===== src/rtl/diff_check_pkg.sv =====
// Shared definitions for the output difference checker.
//   state_t         checker FSM states
//   DEFAULT_POLY    default MISR feedback polynomial
//   chunk_count()   number of SIG_W-bit chunks needed to cover a WIDTH-bit word
package diff_check_pkg;

    typedef enum logic [1:0] {
        IDLE = 2'd0,
        RUN  = 2'd1,
        DONE = 2'd2
    } state_t;

    localparam logic [31:0] DEFAULT_POLY = 32'h04C11DB7;

    function automatic int chunk_count(input int width, input int sig_w);
        return (width + sig_w - 1) / sig_w;
    endfunction

endpackage


===== src/rtl/misr_fold.sv =====
// Folds a wide word into SIG_W bits (XOR of consecutive SIG_W-bit chunks,
// last chunk zero-extended) and compacts the folded stream into a MISR.
//   clk   in   clock
//   rst   in   synchronous active-high reset, clears the signature
//   clr   in   synchronous clear at the start of a window
//   en    in   fold data into the signature this cycle
//   data  in   WIDTH-bit word
//   sig   out  current signature
module misr_fold
    import diff_check_pkg::*;
#(
    parameter int          WIDTH = 246,
    parameter int          SIG_W = 32,
    parameter logic [SIG_W-1:0] POLY = SIG_W'(DEFAULT_POLY)
) (
    input  logic             clk,
    input  logic             rst,
    input  logic             clr,
    input  logic             en,
    input  logic [WIDTH-1:0] data,
    output logic [SIG_W-1:0] sig
);

    localparam int NCH = chunk_count(WIDTH, SIG_W);

    logic [NCH*SIG_W-1:0] padded;
    logic [SIG_W-1:0]     fold;
    logic [SIG_W-1:0]     sig_next;

    always_comb begin
        padded              = '0;
        padded[WIDTH-1:0]   = data;
        fold                = '0;
        for (int i = 0; i < NCH; i++) begin
            fold = fold ^ padded[i*SIG_W +: SIG_W];
        end
        sig_next = (sig << 1) ^ (sig[SIG_W-1] ? POLY : '0) ^ fold;
    end

    always_ff @(posedge clk) begin
        if (rst || clr) begin
            sig <= '0;
        end else if (en) begin
            sig <= sig_next;
        end
    end

endmodule


===== config.mk =====
export PLATFORM = sky130hd
export DESIGN_NAME = misr_fold
export DESIGN_NICKNAME = d
export VERILOG_FILES = /design/src/rtl/diff_check_pkg.sv /design/src/rtl/misr_fold.sv
export SDC_FILE = /design/constraint.sdc
export NUM_CORES = 1
export LEC_CHECK = 0
export CORE_AREA = 4 4 108 110
export CTS_CLUSTER_SIZE = 30
export DETAILED_ROUTE_END_ITERATION = 16
export DIE_AREA = 0 0 112 114
export GPL_TIMING_DRIVEN = 0
export PLACE_DENSITY_LB_ADDON = 0.05
export SETUP_SLACK_MARGIN = 0.05
export SYNTH_ARGS = -nofsm -noshare
export SYNTH_HDL_FRONTEND = slang
export SYNTH_SLANG_ARGS = --single-unit

===== constraint.sdc =====
create_clock -name clk -period 3.04 [get_ports clk]
set_input_delay 0.456 -clock clk [delete_from_list [all_inputs] [get_ports clk]]
set_output_delay 0.456 -clock clk [all_outputs]
set_load 0.1 [all_outputs]

-- After elaboration in Yosys (flattened, before gate mapping)
Cells that the tools add are included.
- flip-flop bits (word level): 32
- input port bits: 250
- mux-type cells: 1
- bitwise operators: 9
- reduce and logical (&&, ||, !) cells: 1
- operator list (cell ; number):
    $xor A32 B32 Y32 ; 7
    $xor A32 B22 Y32 ; 1
    $xor A32 B27 Y32 ; 1
    $mux W27 ; 1
    $logic_or A1 B1 Y1 ; 1

-- Depth between registers and ports, before layout
- word-level depth: 8
- mapped depth: 6

-- Worst setup path before layout
No wires, ideal clock.
- path type: register to register
- start point: register sig[31]
- end point: register sig[10]
- setup time: 0.133 ns
- arrival: 1.777 ns
- required time: 2.907 ns
- slack: 1.130 ns
- cell stages (with the launch flop): 7
- buffers on the path: 2
- cells stage by stage: dfxtp_1 buf_6 buf_12 xnor2_1 xnor2_1 xnor2_1 a21oi_1
- cells in the longest elaborated chain, start to end: 3
- ends and longest elaborated chain (what ; RTL line ; source):
    start: declaration ; misr_fold.sv:21 ; output logic [SIG_W-1:0] sig
    start signal: assignment ; misr_fold.sv:44 ; sig <= sig_next;
    $mux W27 ; misr_fold.sv:37 ; sig_next = (sig << 1) ^ (sig[SIG_W-1] ? POLY : '0) ^ fold;
    $xor A32 B27 Y32 ; misr_fold.sv:37 ;
    $xor A32 B32 Y32 ; misr_fold.sv:37 ;
Every way passes these cells.
A chain may end at the register's enable or synchronous reset.

-- Final worst setup path
- start point: register sig[6]
- end point: output sig[6]
No word-level cell between the ends.

==> results.json <==
{
  "grt_max_degree": 11,
  "swShare_pct": 36.0,
  "pin_count": 282,
  "coreArea_um2": 10700,
  "grt.total_usage_pct": 17.8,
  "drcViolationCount": 0,
  "layout_commonest_cell": "clkdlybuf4s50_1",
  "rrSetupSlack_ns": 1.72,
  "vdd_drop_max_v": 0.000189,
  "grt_pass1_wl_mm": 18.2,
  "io_buffers": 281,
  "viasPerCell": 4.52,
  "clk_latency_ns": 0.28,
  "syn-num-nets": 614,
  "n_antenna_cell": 0,
  "critPathRequiredTime_ns": 2.58,
  "top_register": "sig",
  "first_pass_iters": 4,
  "slew_violations": 0,
  "yosysSeqAreaShare_pct": 17.4,
  "min_path_cells": 2,
  "largestRegisters": "sig (32)",
  "largest_reg_flops": 32,
  "ant_nets": 0,
  "max-cap-violations": 0,
  "run_status": "completed",
  "p_int_mw": 1.45,
  "fin_crit_sh_pct": 75.8,
  "pwr_density_cell_nw_per_um2": 335,
  "skew_ns": 0.00299,
  "cts_hold_buf": 0,
  "clock.fmax_ghz": 0.434,
  "dieArea_um2": 12800,
  "crit_family": "buffers and inverters",
  "critical_path_class": "flop to primary output",
  "setup_tns_ns": 0,
  "routabilityCongestion": 0.798,
  "period_needed_ns": 2.30,
  "rr_worst_depth": 6,
  "clkSlewWorstSetupHoldPaths_ns": 0.06,
  "fill_cells": 959,
  "crit_fanout": 3,
  "grt_pass1_vias": 3775,
  "vias": 3582,
  "drive_gt1_share_pct": 1.84,
  "hold_start": "sig[28]",
  "numCtsBuffers": 5,
  "dpl_cell_area_um2": 6670,
  "synth-seq-cells": 32,
  "cts_setup_buffers": 0,
  "drtIter0Drc": 89,
  "routedWlPerCell_um": 14.8,
  "grt-ovfl-total": 0,
  "worstHoldEndpoint": "sig[28]",
  "cp.buffers_inverters": 1,
  "reg2reg_from": "sig[31]",
  "wirelength_mm": 11.7,
  "hpwlAfterDp_mm": 10.4,
  "synth.cell_area_um2": 3680,
  "rsz0062_at_grt": "no",
  "clockBufferDepth": 2,
  "cts.htree.levels": 2,
  "crit_arrival_ns": 1.85,
  "leakage_nw": 2.57,
  "whs_ns": 0.513,
  "hold_class": "flop to flop",
  "die_height_um": 114,
  "syn_area_per_cell_um2": 10.1,
  "clockPowerShare_pct": 14.9,
  "antenna_found_initial": 0,
  "synth_warnings": 0,
  "cts_resized": 0,
  "fp.dieW_um": 112,
  "clockRootBuffer": "clkbuf_8",
  "finalSetupViolCount": 0,
  "final_cell_mix": "281 x clkdlybuf4s50_1, 139 x xnor2_1, 40 x xnor3_1",
  "cts_tree": "yes",
  "num_rows": 38,
  "areaGrowthSynthToFinish_pct": 83.6,
  "hold_viol": 0,
  "relSlewSlack_pct": 30.9,
  "power_switching_mw": 0.815,
  "cpPeakStageDelay_ns": 1.19,
  "reg2reg_to": "sig[11]",
  "critPathSlowestCell": "clkdlybuf4s50_1",
  "netlist_instances": 364,
  "power.total_mw": 2.27,
  "crit_path_start_kind": "flop",
  "ys_types": 18,
  "crit_path_end_kind": "primary output",
  "final_cell_area_um2": 6760,
  "combinationalPowerShare_pct": 63.6,
  "path_cells": "clkdlybuf4s50_1",
  "cts_sinks": 32,
  "power_frac_seq_pct": 21.6,
  "initial_core_util_pct": 34.4,
  "worstMarginPinSlew_ns": 1.03,
  "fin_nets": 902
}
-- per-stage QoR --
stage | worst slack, ns | util, % | cells
2_1_floorplan | 1.13 | - | 364
3_3_place_gp | 1.03 | 62.4 | 785
3_5_place_dp | 1.02 | 62.4 | 785
4_1_cts | 0.714 | 63.2 | 793
5_1_grt | 0.670 | 63.2 | 793
6_report | 0.737 | 63.2 | 793
-- worst min-delay path, delay by kind of cell, from the launching register on --
family	cells	cell delay, ns
AOI/OAI and AO/OA	1	0.05
DFF	1	0.33
and+or+nand+nor	1	0.09
-- metal layers --
| layer | routed length, µm | global-route usage [%] | share of wire [%] |
|---|---|---|---|
| met2 | 6380 | 34.7 | 55 |
| met1 | 4100 | 18.8 | 35 |
| met5 | 0 | 0 | 0 |
| met3 | 1140 | 5.57 | 9.8 |
| met4 | 74 | 3.37 | 0.63 |
-- final cells by class --
cell class              instances  area [µm²]  share of cell area [%]
plain buffers                  16        93.8                    1.39
clock buffers                   8        90.1                    1.33
multi-input cells             316        2950                    43.6
flip-flops and latches         32         641                    9.48
well taps                     140         175                    2.59
repair buffers                281        2810                    41.6
-- cells in the mapped netlist, drive strengths merged --
cell type,number,share of area (%)
xnor2,139,33
xnor3,40,24
dfxtp,32,17
xor2,25,5.9
nor2,23,2.3
nand2,15,1.5
nand3,15,2.0
nand3b,15,3.1
o211ai,15,3.1
clkbuf,11,1.1
a21oi,10,1.4
o21ai,10,1.4
a211oi,7,1.4
buf,5,1.4
or2,1,0.17
or3b,1,0.24
-- power groups by stage --
stage	registers, mW	clock network (mW)	logic (mW)
final	0.489	0.337	1.44
after global routing	0.494	0.363	1.54
after CTS	0.489	0.346	1.46
after detailed placement	0.499	0	1.45
after global placement	0.496	0	1.44
after floorplan	0.756	0	0.672
-- worst max path at each step --
stage / start / end / slack [ns] / cells past startpoint
final: sig[6] / sig[6] / 0.74 / 1
after global routing: sig[30] / sig[30] / 0.67 / 1
after CTS: sig[30] / sig[30] / 0.71 / 1
after detailed placement: clr / sig[19] / 1.02 / 5
after global placement: sig[30] / sig[30] / 1.03 / 1
after floorplan: sig[31] / sig[10] / 1.13 / 6
-- logic make-up after synthesis --
family | count (synthesis) | share of synthesized area, %
AO/OA/AOI/OAI | 42 | 7.20
XOR/XNOR | 204 | 63.5
AND/OR/NAND/NOR | 70 | 9.38
buffers and inverters | 16 | 2.55
flip-flops | 32 | 17.4
(Power assumes the default switching activity.)
